**config.mk**
```make
export PLATFORM = sky130hd
export DESIGN_NAME = ssd_display_sched_flat
export DESIGN_NICKNAME = d
export VERILOG_FILES = /design/src/rtl/ssd_display_sched_if.sv /design/src/rtl/ssd_display_sched.sv /design/src/flat_wrapper.sv
export SDC_FILE = /design/constraint.sdc
export NUM_CORES = 1
export LEC_CHECK = 0
export BUFFER_PORTS_ARGS = -buffer_cell sky130_fd_sc_hd__buf_4
export CAP_MARGIN = 10
export CORE_UTILIZATION = 50
export CTS_CLUSTER_DIAMETER = 50
export DETAILED_ROUTE_END_ITERATION = 8
export GPL_ROUTABILITY_DRIVEN = 0
export GPL_TIMING_DRIVEN = 0
export PLACE_DENSITY = 0.72
export SYNTH_ARGS = -nofsm -noshare
export SYNTH_HDL_FRONTEND = slang
export SYNTH_SLANG_ARGS = --single-unit
```
**constraint.sdc**
```tcl
create_clock -name clk -period 2.42 [get_ports clk]
set_input_delay 0.242 -clock clk [delete_from_list [all_inputs] [get_ports clk]]
set_output_delay 0.242 -clock clk [all_outputs]
set_load 0.01 [all_outputs]
```
**src/rtl/ssd_display_sched_if.sv**
```systemverilog
// ssd_display_sched_if: requester inputs and display outputs of the SSD display scheduler
interface ssd_display_sched_if;
  logic [6:0]  score_l;
  logic [6:0]  score_r;
  logic        score_upd;
  logic        cd_req;
  logic [3:0]  cd_val;
  logic        blink_en;
  logic        tick;
  logic [15:0] nums;
  logic        busy;
  modport master (
    output score_l, score_r, score_upd, cd_req, cd_val, blink_en, tick,
    input  nums, busy
  );
  modport slave (
    input  score_l, score_r, score_upd, cd_req, cd_val, blink_en, tick,
    output nums, busy
  );
endinterface

```
**src/rtl/ssd_display_sched.sv**
```systemverilog
// ssd_display_sched: arbitrates the four-digit display between score, countdown and blink overlay
module ssd_display_sched #(
  parameter logic [3:0] DASH      = 4'hA,
  parameter int         MAX_SCORE = 99
) (
  input logic clk,
  input logic rst_n,
  ssd_display_sched_if.slave bus
);
  typedef enum logic [1:0] {IDLE, CONV_L, CONV_R, COMMIT} state_t;
  localparam logic [6:0] MAX = 7'(MAX_SCORE);
  state_t      state_q, state_d;
  logic [6:0]  wl_q, wl_d, wr_q, wr_d;
  logic [3:0]  tens_l_q, tens_l_d, tens_r_q, tens_r_d;
  logic [15:0] score_disp_q, score_disp_d;
  logic        pending_q, pending_d;
  logic        cd_active_q, cd_active_d;
  logic [3:0]  cd_digit_q, cd_digit_d;
  logic        blink_ph_q, blink_ph_d;
  // state registers; reset clears the display immediately and drops any conversion
  always_ff @(posedge clk or negedge rst_n) begin
    if (!rst_n) begin
      state_q      <= IDLE;
      wl_q         <= '0;
      wr_q         <= '0;
      tens_l_q     <= '0;
      tens_r_q     <= '0;
      score_disp_q <= '0;
      pending_q    <= 1'b0;
      cd_active_q  <= 1'b0;
      cd_digit_q   <= '0;
      blink_ph_q   <= 1'b0;
    end else begin
      state_q      <= state_d;
      wl_q         <= wl_d;
      wr_q         <= wr_d;
      tens_l_q     <= tens_l_d;
      tens_r_q     <= tens_r_d;
      score_disp_q <= score_disp_d;
      pending_q    <= pending_d;
      cd_active_q  <= cd_active_d;
      cd_digit_q   <= cd_digit_d;
      blink_ph_q   <= blink_ph_d;
    end
  end
  // score conversion: repeated subtract-10 per side, then one atomic commit
  always_comb begin
    state_d      = state_q;
    wl_d         = wl_q;
    wr_d         = wr_q;
    tens_l_d     = tens_l_q;
    tens_r_d     = tens_r_q;
    score_disp_d = score_disp_q;
    pending_d    = pending_q | (bus.score_upd & (state_q != IDLE));
    case (state_q)
      IDLE: if (bus.score_upd | pending_q) begin
        wl_d      = (bus.score_l > MAX) ? MAX : bus.score_l;
        wr_d      = (bus.score_r > MAX) ? MAX : bus.score_r;
        tens_l_d  = '0;
        tens_r_d  = '0;
        pending_d = 1'b0;
        state_d   = CONV_L;
      end
      CONV_L: if (wl_q >= 7'd10) begin
        wl_d     = wl_q - 7'd10;
        tens_l_d = tens_l_q + 4'd1;
      end else state_d = CONV_R;
      CONV_R: if (wr_q >= 7'd10) begin
        wr_d     = wr_q - 7'd10;
        tens_r_d = tens_r_q + 4'd1;
      end else state_d = COMMIT;
      default: begin
        score_disp_d = {tens_l_q, wl_q[3:0], tens_r_q, wr_q[3:0]};
        state_d      = IDLE;
      end
    endcase
  end
  // countdown capture and blink phase, refreshed every cycle
  always_comb begin
    cd_active_d = bus.cd_req;
    cd_digit_d  = (bus.cd_val > 4'd9) ? 4'd9 : bus.cd_val;
    blink_ph_d  = !bus.blink_en ? 1'b0 : bus.tick ? ~blink_ph_q : blink_ph_q;
  end
  assign bus.nums = blink_ph_q  ? {4{DASH}} :
                    cd_active_q ? {DASH, DASH, 4'h0, cd_digit_q} : score_disp_q;
  assign bus.busy = state_q != IDLE;
endmodule

```
**src/flat_wrapper.sv**
```systemverilog
// flat-port wrapper written by rule: the top's interface ports become plain ports
module ssd_display_sched_flat 
#(
  parameter logic [3:0] DASH      = 4'hA,
  parameter int         MAX_SCORE = 99
)
  (clk, rst_n, bus_score_l, bus_score_r, bus_score_upd, bus_cd_req, bus_cd_val, bus_blink_en, bus_tick, bus_nums, bus_busy);
  ssd_display_sched_if bus_i ();
  input logic clk;
  input logic rst_n;
  input wire logic [$bits(bus_i.score_l)-1:0] bus_score_l;
  input wire logic [$bits(bus_i.score_r)-1:0] bus_score_r;
  input wire logic [$bits(bus_i.score_upd)-1:0] bus_score_upd;
  input wire logic [$bits(bus_i.cd_req)-1:0] bus_cd_req;
  input wire logic [$bits(bus_i.cd_val)-1:0] bus_cd_val;
  input wire logic [$bits(bus_i.blink_en)-1:0] bus_blink_en;
  input wire logic [$bits(bus_i.tick)-1:0] bus_tick;
  output wire logic [$bits(bus_i.nums)-1:0] bus_nums;
  output wire logic [$bits(bus_i.busy)-1:0] bus_busy;
  assign bus_i.score_l = bus_score_l;
  assign bus_i.score_r = bus_score_r;
  assign bus_i.score_upd = bus_score_upd;
  assign bus_i.cd_req = bus_cd_req;
  assign bus_i.cd_val = bus_cd_val;
  assign bus_i.blink_en = bus_blink_en;
  assign bus_i.tick = bus_tick;
  assign bus_nums = bus_i.nums;
  assign bus_busy = bus_i.busy;
  ssd_display_sched #(.DASH(DASH), .MAX_SCORE(MAX_SCORE)) u_core (.clk(clk), .rst_n(rst_n), .bus(bus_i));
endmodule
```
==> metrics.md, run 1 <==
| Metric | Value |
|---|---|
| Status | `completed` |
| H-tree depth | `2` |
| Synthesized cell area | `2520 um^2` |
| Post-synth top flop | `dfrtp_1` |
| Async set-reset flop share out of synthesis | `100.0%` |
| Post-synthesis register bit count | `47` |
| Initial DRC count | `133` |
| Compound-Gate Fraction of Synth Area | `15.44%` |
| Net count after synthesis | `281` |
| Worst Hold Launch | `bus_cd_req` |
| Largest family of logic cells by synthesized area | `simple AND/OR/NAND/NOR gates` |
| Antenna diode count | `0` |
| Top post-synthesis cells by area | `dfrtp_1 47%, mux2_2 7.6%, ha_1 4.0%` |
| Rows | `25` |
| CP max FO | `10` |
| Inserted Clock Buffers | `5` |
| WL per Instance | `14.29 um` |
| Via density | `5.626` |
| Setup TNS | `0 ns` |
| Slew @ Worst Pin | `0.8386 ns` |
| Synth Area in Simple Gates | `17.97%` |
| Part of the cycle the worst path needs | `92.78%` |
| Post-synth cell types | `44` |
| Most frequent cells in the layout | `47 x dfrtp_1, 41 x buf_4, 17 x o21ai_0, 17 x mux2_2, 16 x nor2_1` |
| Residual DRC count | `0` |
| Clock skew | `0.004944 ns` |
| Synth Area per Inst | `10.12 um^2` |
| Die area | `5328 um^2` |
| Hold path cells | `1` |
| Vias | `2048` |
| R2r endpoint | `u_core.wl_q[6]` |
| Number of cells on the worst reg-to-reg path | `8` |
| Largest net degree at the start of global routing | `48` |
| Post-synth EDFFs | `0` |
| Leak | `1.386 nW` |
| CTS sink count | `47` |
| Layout area overhead | `20.31%` |
| Root Driver | `clkbuf_8` |
| Grt ovf | `0` |
| Register area share after synthesis | `46.67%` |
| Dpl cells | `356` |
| Slew Viols, Final | `0` |
| Yosys synthesis warning count | `0` |
| Area leader, netlist | `dfrtp_1` |
| Element type at the critical path start | `flop` |
| Vias in the first global route | `1919` |
| 1st-pass router iterations | `4` |
| Register share of total power | `36.5%` |
| Post-synthesis mux area share | `11.27%` |
| Chip Height | `72.99 um` |
| Core Util, Final | `63.35%` |
| Reg-to-Reg Start | `u_core.state_q[0]` |
| Initial core utilization | `52.65%` |
| Hold Path Sink | `u_core.cd_active_q` |
| Maxcap violations | `0` |
| Post-synthesis adder-cell area fraction | `3.972%` |
| Core area | `4786 um^2` |
| # nets final | `328` |
| Layout cells sized above 1 | `24.92%` |
| # setup viols final | `0` |
| Critical path class | `reg2reg` |
| Int Pwr | `0.002181 W` |
| Clock-pin slew on the worst setup and hold paths | `0.09 ns` |
| Unrepaired setup endpoints after global routing | `no` |
| Post-synth top area share | `46.67%` |
| Initial antenna violation count | `0` |
| Switching share of power | `40.80%` |
| PD cells | `1215 nW/um^2` |
| Hold Violations, Final | `0` |
| GRT Util Overall | `22.21%` |
| XOR/XNOR Fraction of Synth Area | `0.3476%` |
| Worst min path class | `in2reg` |
| Die W | `72.99 um` |
| Switching component of the power | `0.001503 W` |
| Post-layout min period | `2.245 ns` |
| Clock latency on the worst-skew pair | `0.31 ns` |
| Cells after Synth | `249` |
| Detail Route Antenna Nets | `0` |
| Routed WL | `5200 um` |
| CTS tree | `done` |
| Hold slack | `0.03677 ns` |
| Slew margin rel. | `43.62%` |
| Most common cell after layout, fill and taps aside | `dfrtp_1` |
| CTS max path bufs | `2` |
| Worst Path Required | `2.62 ns` |
| First-pass GRT wire length | `8921 um` |
| Clock network fraction of design power | `13.9%` |
| Crit path DAT | `2.44 ns` |
| Port bufs | `40` |
| Comb pwr share | `49.5%` |
| Maximum vdd ir drop | `621.1 uV` |
| Setup crit end kind | `flop` |
| Dpl hpwl | `3735 um` |
| Setup slack, reg-to-reg | `0.17 ns` |
| Max Freq | `445.4 MHz` |
| Final cell count without fillers | `364` |
| I/O pins | `41` |
## logic make-up (layout without fill, tap and decap cells)
| family | count (synthesis) | after routing |
|---|---|---|
| adder cells (fa/ha/maj) | 8 | 8 |
| AO/OA/AOI/OAI | 58 | 58 |
| XOR/XNOR | 1 | 1 |
| AND/OR/NAND/NOR | 81 | 81 |
| buffers and inverters | 28 | 76 |
| flip-flops | 47 | 47 |
| multiplexers | 26 | 26 |
## cell usage after synthesis (4+ instances only)
| cell type | count |
|---|---|
| a211oi_1 | 4 |
| a21o_1 | 4 |
| a21oi_1 | 6 |
| and2_1 | 9 |
| clkbuf_1 | 10 |
| dfrtp_1 | 47 |
| ha_1 | 8 |
| inv_1 | 15 |
| mux2_2 | 17 |
| mux2i_1 | 7 |
| nand2_1 | 10 |
| nand2b_1 | 4 |
| nand3_1 | 6 |
| nor2_1 | 16 |
| nor2b_1 | 6 |
| nor3_1 | 4 |
| o21ai_0 | 18 |
| or3_1 | 8 |
| or4_1 | 5 |
## layer usage
| metal | global-route usage (%) | routed length (um) | vias to the layer above | part of all wire, % |
|---|---|---|---|---|
| li1 | - | - | 1003 | - |
| met1 | 28.47 | 2349 | 977 | 45 |
| met2 | 37.55 | 2545 | 59 | 49 |
| met3 | 3.729 | 222 | 9 | 4.3 |
| met4 | 8.497 | 82 | 0 | 1.6 |
| met5 | 0 | 0 | - | 0 |
## registers in the layout, summed over array words and instances, names as in the netlist
signal	flops
u_core.score_disp_q	16
u_core.state_q	2
u_core.wl_q	7
u_core.blink_ph_q	1
u_core.cd_digit_q	4
u_core.wr_q	7
u_core.tens_r_q	4
u_core.cd_active_q	1
u_core.pending_q	1
u_core.tens_l_q	4
## how the worst max path moves through the flow
stage	cells after the start	from	endpoint	slack, ns
detailed placement	9	u_core.state_q[0]	u_core.wl_q[6]	-0.13
global route	8	u_core.state_q[0]	u_core.wl_q[6]	0.05
finish	8	u_core.state_q[0]	u_core.wl_q[6]	0.17
CTS	8	u_core.state_q[0]	u_core.wr_q[1]	-0.08
floorplan	9	u_core.state_q[0]	u_core.wl_q[6]	0.26
global placement	9	u_core.state_q[0]	u_core.wl_q[6]	-0.1
## metrics by stage
step / power [W] / area (um^2) / worst slack, ns
after detailed placement: 0.003146 / 2904 / -0.1251
after CTS: 0.003679 / 3015 / -0.08273
final: 0.003685 / 3032 / 0.1746
after global placement: 0.003087 / 2904 / -0.09507
after global routing: 0.004009 / 3032 / 0.04727
after floorplan: 0.002620 / 2520 / 0.2593
## repair_timing
action / in CTS / in global routing
pin swaps: 0 / 0
setup endpoints to repair: 8 / 19
gates resized for setup: 1 / 4
endpoints found under the hold margin: 47 / 0
cloned: 0 / 0
setup buffers: 0 / 0
hold buffers: 1 / 0
## final cells by class
| type | count | area (um^2) |
|---|---|---|
| tap | 67 | 83.83 |
| clock buffer | 6 | 82.58 |
| timing repair buffer | 41 | 310.3 |
| clock inverter | 2 | 16.27 |
| inverter | 15 | 56.30 |
| sequential | 47 | 1176 |
| fill | 439 | 1754 |
| buffer | 12 | 51.30 |
| multi-input combinational | 174 | 1255 |
## worst max-delay path, stage by stage, from the launching register on
cell	delay [ns]
dfrtp_1	0.42
inv_1	0.10
ha_1	0.14
buf_2	0.19
or3b_2	0.60
o21ai_2	0.17
buf_4	0.23
nor3b_1	0.06
a211o_1	0.23
## power by group through the flow
stage	registers (W)	logic [W]	clock network, W
after global placement	0.00135	0.00174	0
after global routing	0.00140	0.00206	0.000555
after detailed placement	0.00136	0.00178	0
after floorplan	0.00128	0.00134	0
final	0.00135	0.00182	0.000514
after CTS	0.00135	0.00180	0.000530
No activity file was read; power rests on OpenSTA's default activity.
==> run 2, diff against run 1 <==
Settings changed: PLACE_DENSITY 0.72 to 0.7.
==> run 2 against run 1 <==
Compared with the run above: global-route usage down 0.92 points; fmax fell by 0.30%; count of clock-buffer cells in the layout did not move; via count decreased by 1.5%; combinational power about the same.
==> metrics.md, run 2 (synthesized netlist as in run 1, its figures left out) <==
| Metric | Value |
|---|---|
| Routed WL | `5250 um (+0.96%)` |
| Switching share of power | `39.52% (-1.3 points)` |
| H-tree depth | `2 (unchanged)` |
| I/O pins | `41 (unchanged)` |
| Worst min path class | `in2reg` |
| Hold Path Sink | `u_core.cd_active_q` |
| Rows | `25 (unchanged)` |
| Post-layout min period | `2.252 ns (+0.006772 ns)` |
| PD cells | `1239 nW/um^2 (+2.0%)` |
| Setup crit end kind | `flop` |
| CTS sink count | `47 (unchanged)` |
| CP max stage cell | `or4_1` |
| Slew Viols, Final | `0 (unchanged)` |
| GRT Util Overall | `21.29% (-0.92 points)` |
| Leak | `1.401 nW (+1.0%)` |
| Port bufs | `40 (unchanged)` |
| Clock latency on the worst-skew pair | `0.30 ns (about the same)` |
| Layout area overhead | `21.20%` |
| Dominant delay contributor by cell family on the critical path | `simple AND/OR/NAND/NOR gates` |
| Most frequent cells in the layout | `47 x dfrtp_1, 41 x buf_4, 17 x o21ai_0, 17 x mux2_2, 16 x nor2_1` |
| Dpl hpwl | `3712 um (-0.61%)` |
| Largest register FFs | `16 (unchanged)` |
| Max incr delay on CP | `0.47 ns (-0.13 ns)` |
| Root Driver | `clkbuf_8` |
| Residual DRC count | `0 (unchanged)` |
| Initial DRC count | `77 (-42%)` |
| Critical path class | `reg2reg` |
| Element type at the critical path start | `flop` |
| Unrepaired setup endpoints after global routing | `no` |
| Switching component of the power | `0.001496 W (-0.50%)` |
| Status | `completed` |
| Comb pwr share | `48.1% (-1.4 points)` |
| WP buf/inv | `2 (-1)` |
| Die W | `72.99 um (unchanged)` |
| Int Pwr | `0.002289 W (+4.9%)` |
| Part of the cycle the worst path needs | `93.06% (+0.28 points)` |
| Clock network fraction of design power | `16.2% (+2.3 points)` |
| Register with the most flip-flops | `u_core.score_disp_q` |
| Biggest regs | `u_core.score_disp_q x16, u_core.wl_q x7, u_core.wr_q x7` |
| Setup TNS | `0 ns (unchanged)` |
| Worst Hold Launch | `bus_cd_req` |
| Setup slack, reg-to-reg | `0.17 ns (about the same)` |
| Initial antenna violation count | `0 (unchanged)` |
| Critical path cell sequence | `inv_1 > ha_1 > nor2b_1 > or4_1 > buf_2 > a221o_1 > mux2_1` |
| Clock-pin slew on the worst setup and hold paths | `0.09 ns (about the same)` |
| R2r endpoint | `u_core.state_q[0]` |
| Largest net degree at the start of global routing | `48 (unchanged)` |
| Grt ovf | `0 (unchanged)` |
| Most common cell after layout, fill and taps aside | `dfrtp_1` |
| Layout cells sized above 1 | `24.92% (unchanged)` |
| Antenna diode count | `0 (unchanged)` |
| Initial core utilization | `52.65% (unchanged)` |
| Hold Violations, Final | `0 (unchanged)` |
| Slew margin rel. | `47.50% (+3.9 points)` |
| Reg-to-Reg Start | `u_core.wl_q[1]` |
| 1st-pass router iterations | `5 (+1)` |
| First-pass GRT wire length | `8618 um (-3.4%)` |
| Maximum vdd ir drop | `615.4 uV (-0.92%)` |
| # setup viols final | `0 (unchanged)` |
| CP max FO | `5 (-5)` |
| Vias | `2018 (-1.5%)` |
| Register share of total power | `35.7% (-0.8 points)` |
| CTS tree | `done` |
| Maxcap violations | `0 (unchanged)` |
| Clock skew | `0.005508 ns (+0.0005637 ns)` |
| # nets final | `328 (unchanged)` |
| Post-CTS Setup Inserts | `0 (unchanged)` |
| Post-Place Worst Slack | `-0.1256 ns (-0.0005350 ns)` |
| Core area | `4786 um^2 (unchanged)` |
| Crit path DAT | `2.44 ns (about the same)` |
| Die area | `5328 um^2 (unchanged)` |
| Max Freq | `444.0 MHz (-0.30%)` |
| CTS max path bufs | `2 (unchanged)` |
| WL per Instance | `14.42 um (+0.96%)` |
| Detail Route Antenna Nets | `0 (unchanged)` |
| Worst setup margin | `0.1679 ns (-0.006772 ns)` |
| Chip Height | `72.99 um (unchanged)` |
| Number of cells on the worst reg-to-reg path | `7 (-1)` |
| Hold path cells | `1 (unchanged)` |
| Via density | `5.544 (-1.5%)` |
| Inserted Clock Buffers | `5 (unchanged)` |
| Vias in the first global route | `1868 (-2.7%)` |
| Slew @ Worst Pin | `0.7810 ns (-0.05768 ns)` |
| Worst Path Required | `2.61 ns (about the same)` |
==> run 2: area by class of cell <==
| cell class | instances | area (um^2) |
|---|---|---|
| Fill cell | 424 | 1732 |
| Multi-Input combinational cell | 174 | 1255 |
| Sequential cell | 47 | 1176 |
| Timing Repair Buffer | 41 | 310.3 |
| Tap cell | 67 | 83.83 |
| Clock buffer | 6 | 82.58 |
| Inverter | 15 | 56.30 |
| Buffer | 12 | 51.30 |
| Clock inverter | 2 | 38.79 |
==> run 2: power by group through the flow <==
stage	registers [W]	clock network, W	logic, W
final	0.00135	0.000614	0.00182
after floorplan	0.00128	0	0.00134
after detailed placement	0.00136	0	0.00178
after global routing	0.00140	0.000664	0.00204
after global placement	0.00135	0	0.00174
after CTS	0.00135	0.000630	0.00180
==> run 2: how the worst max path moves through the flow <==
| stage | startpoint | end | slack (ns) | cells past startpoint |
|---|---|---|---|---|
| 2_1_floorplan | u_core.state_q[0] | u_core.wl_q[6] | 0.26 | 9 |
| 3_3_place_gp | u_core.state_q[0] | u_core.wl_q[6] | -0.1 | 9 |
| 3_5_place_dp | u_core.state_q[0] | u_core.wl_q[6] | -0.13 | 9 |
| 4_1_cts | u_core.state_q[0] | u_core.wr_q[1] | -0.06 | 8 |
| 5_1_grt | u_core.state_q[0] | u_core.wl_q[6] | 0.03 | 8 |
| 6_report | u_core.wl_q[1] | u_core.state_q[0] | 0.17 | 7 |
==> run 2: stage by stage <==
step | cells | area (um^2) | util (%) | total power (W) | hold slack [ns]
floorplan | 249 | 2520 | - | 0.002620 | -0.05359
global placement | 356 | 2904 | 60.68 | 0.003093 | 0.2953
detailed placement | 356 | 2904 | 60.68 | 0.003139 | 0.2943
CTS | 365 | 3038 | 63.48 | 0.003777 | 0.03930
global route | 364 | 3054 | 63.82 | 0.004104 | 0.03062
finish | 364 | 3054 | 63.82 | 0.003785 | 0.04593
==> run 2: layer usage <==
layer	track usage, %	up-vias	share of wire [%]	wire length, um
li1	-	993	-	-
met1	27.92	989	47	2460
met2	35.91	31	49	2598
met3	3.591	5	2.6	135
met4	6.754	0	1.0	55
met5	0	-	0	0
==> run 2: timing repair <==
item	CTS	global route
hold buffers	1	0
gates resized for setup	2	3
setup endpoints to repair	8	19
hold endpoints to repair	47	0
==> run 3, diff against run 2 <==
Settings changed: BUFFER_PORTS_ARGS -buffer_cell sky130_fd_sc_hd__buf_4 to not set, DONT_BUFFER_PORTS set to 1, PLACE_DENSITY 0.7 to 0.63.
==> run 3 against run 2 <==
Compared with the run above: die area is the same; worst hold slack lost 0.0051 ns; non-clock buffer count shrank 37; sequential cell count unchanged; clock power fell by 8.0%; clock skew grew 0.0018 ns; count of clock-buffer cells in the layout decreased by 1; via count fell by 7.6%; first-iteration DRC count is 17% lower; power is 4.6% lower; routed wire length shrank 1.8%; combinational power shrank 7%.
==> metrics.md, run 3 (synthesized netlist as in run 1, its figures left out) <==
| Metric | Value |
|---|---|
| Status | `completed` |
| Initial core utilization | `52.65% (unchanged)` |
| Core area | `4786 um^2 (unchanged)` |
| PD cells | `1296 nW/um^2 (+4.6%)` |
| Chip Height | `72.99 um (unchanged)` |
| Number of cells on the worst reg-to-reg path | `7 (unchanged)` |
| DR top layer | `met4` |
| Setup TNS | `0 ns (unchanged)` |
| Hold Violations, Final | `0 (unchanged)` |
| Worst min path class | `in2reg` |
| Post-CTS Setup Inserts | `0 (unchanged)` |
| # setup viols final | `0 (unchanged)` |
| Vias in the first global route | `1814 (-2.9%)` |
| Die area | `5328 um^2 (unchanged)` |
| First-pass GRT wire length | `8597 um (-0.24%)` |
| Die W | `72.99 um (unchanged)` |
| # nets final | `291 (-11%)` |
| Post-DP Area | `2604 um^2 (-10%)` |
| Largest register FFs | `16 (unchanged)` |
| Max Freq | `446.3 MHz (+0.52%)` |
| Slew Viols, Final | `0 (unchanged)` |
| Clock latency on the worst-skew pair | `0.30 ns (about the same)` |
| Metal2 WL | `2582 um (-0.62%)` |
| Rows | `25 (unchanged)` |
| Slew @ Worst Pin | `0.7795 ns (-0.001460 ns)` |
| Worst Path Required | `2.61 ns (about the same)` |
| CP endpoint | `u_core.state_q[0]` |
| Initial antenna violation count | `0 (unchanged)` |
| CTS max path bufs | `2 (unchanged)` |
| Met1 Wirelength | `2299 um (-6.5%)` |
| Hold slack | `0.04086 ns (-0.005077 ns)` |
| Register with the most flip-flops | `u_core.score_disp_q` |
| Leak | `1.215 nW (-13%)` |
| WL per Instance | `15.82 um (+9.7%)` |
| Layout cells sized above 1 | `13.13% (-12 points)` |
| Slew margin rel. | `47.60% (+0.098 points)` |
| CTS tree | `done` |
| CTS sink count | `47 (unchanged)` |
| Maxcap violations | `0 (unchanged)` |
| Root Driver | `clkbuf_8` |
| CP max FO | `5 (unchanged)` |
| Part of the cycle the worst path needs | `92.58% (-0.48 points)` |
| Critical path class | `reg2reg` |
| Clock-pin slew on the worst setup and hold paths | `0.08 ns (about the same)` |
| Post-route cell area | `2786 um^2 (-8.8%)` |
| Core Util, Final | `58.22% (-5.6 points)` |
| Routed WL | `5156 um (-1.8%)` |
| I/O pins | `41 (unchanged)` |
| Dpl cells | `316 (-11%)` |
| Most frequent cells in the layout | `47 x dfrtp_1, 17 x o21ai_0, 17 x mux2_2` |
| Layout area overhead | `10.58%` |
| H-tree depth | `2 (unchanged)` |
| Element type at the critical path start | `flop` |
| Grt ovf | `0 (unchanged)` |
| Initial DRC count | `64 (-17%)` |
| Antenna diode count | `0 (unchanged)` |
| Unrepaired setup endpoints after global routing | `no` |
| Port bufs | `0 (-100%)` |
| Crit path DAT | `2.43 ns (about the same)` |
| Biggest regs | `u_core.score_disp_q x16, u_core.wl_q x7, u_core.wr_q x7` |
| Largest net degree at the start of global routing | `48 (unchanged)` |
| Post-layout min period | `2.241 ns (-0.01164 ns)` |
| DR WL met3 | `213 um (+58%)` |
| Inserted Clock Buffers | `5 (unchanged)` |
| Setup crit end kind | `flop` |
| Setup slack, reg-to-reg | `0.18 ns (about the same)` |
| Detail Route Antenna Nets | `0 (unchanged)` |
| GRT Util Overall | `21.48% (+0.20 points)` |
| Most common cell after layout, fill and taps aside | `dfrtp_1` |
| Worst Hold Launch | `bus_cd_val[3]` |
| Final cell count without fillers | `326 (-10%)` |
| Vias | `1865 (-7.6%)` |
| Reg-to-Reg Start | `u_core.wl_q[1]` |
| Residual DRC count | `0 (unchanged)` |
| Maximum vdd ir drop | `687.5 uV (+12%)` |
| Via density | `5.721 (+3.2%)` |
| Crit path from | `u_core.wl_q[1]` |
| 1st-pass router iterations | `4 (-1)` |
| Dpl hpwl | `3679 um (-0.88%)` |
| R2r endpoint | `u_core.state_q[0]` |
| Clock skew | `0.007346 ns (+0.001839 ns)` |
[run 3: cell count changes in the layout (fill, tap and decap cells not counted)]
cell	before	now
inv_6	1	0
dlygate4sd3_1	1	3
buf_16	0	1
clkinvlp_4	0	1
clkbuf_8	6	5
buf_4	41	1
[run 3: worst min path at each step]
| stage | endpoint | cells past startpoint |
|---|---|---|
| after global placement | u_core.wl_q[5] | 0 |
| after CTS | u_core.cd_digit_q[3] | 1 |
| after floorplan | u_core.blink_ph_q | 0 |
| final | u_core.cd_digit_q[3] | 1 |
| after detailed placement | u_core.wl_q[5] | 0 |
| after global routing | u_core.cd_digit_q[3] | 1 |
[run 3: area by class of cell]
type	count	area, um^2
Tap cell	67	83.83
Inverter	15	56.30
Sequential cell	47	1176
Clock inverter	2	37.54
Buffer	12	51.30
Timing Repair Buffer	4	57.56
Multi-Input combinational cell	174	1255
Fill cell	426	1999
Clock buffer	5	68.82
[run 3: report_power, final]
group          total (W)  internal (W)  switching [W]
clock network   0.000565      0.000302       0.000263
registers        0.00135       0.00109       0.000251
logic            0.00170      0.000762       0.000939
total            0.00361       0.00216        0.00145
[run 3: what timing repair did]
item / 4_1_cts / 5_1_grt
resized for setup: 5 / 1
setup endpoints to repair: 8 / 11
hold buffers: 4 / 0
hold endpoints to repair: 50 / 0
[run 3: worst max-delay path, cell delays in order, from the launching register on]
cell     delay (ns)
dfrtp_1        0.43
inv_1          0.11
ha_1           0.17
nor2b_1        0.09
or4_1          0.46
buf_2          0.17
a221o_1        0.38
mux2_1         0.31
[run 3: per-layer routing]
layer,vias up,global-route usage (%)
li1,920,-
met1,897,27.78
met2,41,35.49
met3,7,4.834
met4,0,7.407
met5,-,0
[run 3: metrics by stage]
step / power [W] / worst slack (ns)
final: 0.003612 / 0.1795
after global routing: 0.003923 / 0.05245
after CTS: 0.003641 / 0.04906
after detailed placement: 0.003005 / -0.1241
after global placement: 0.002974 / -0.1117
after floorplan: 0.002620 / 0.2593
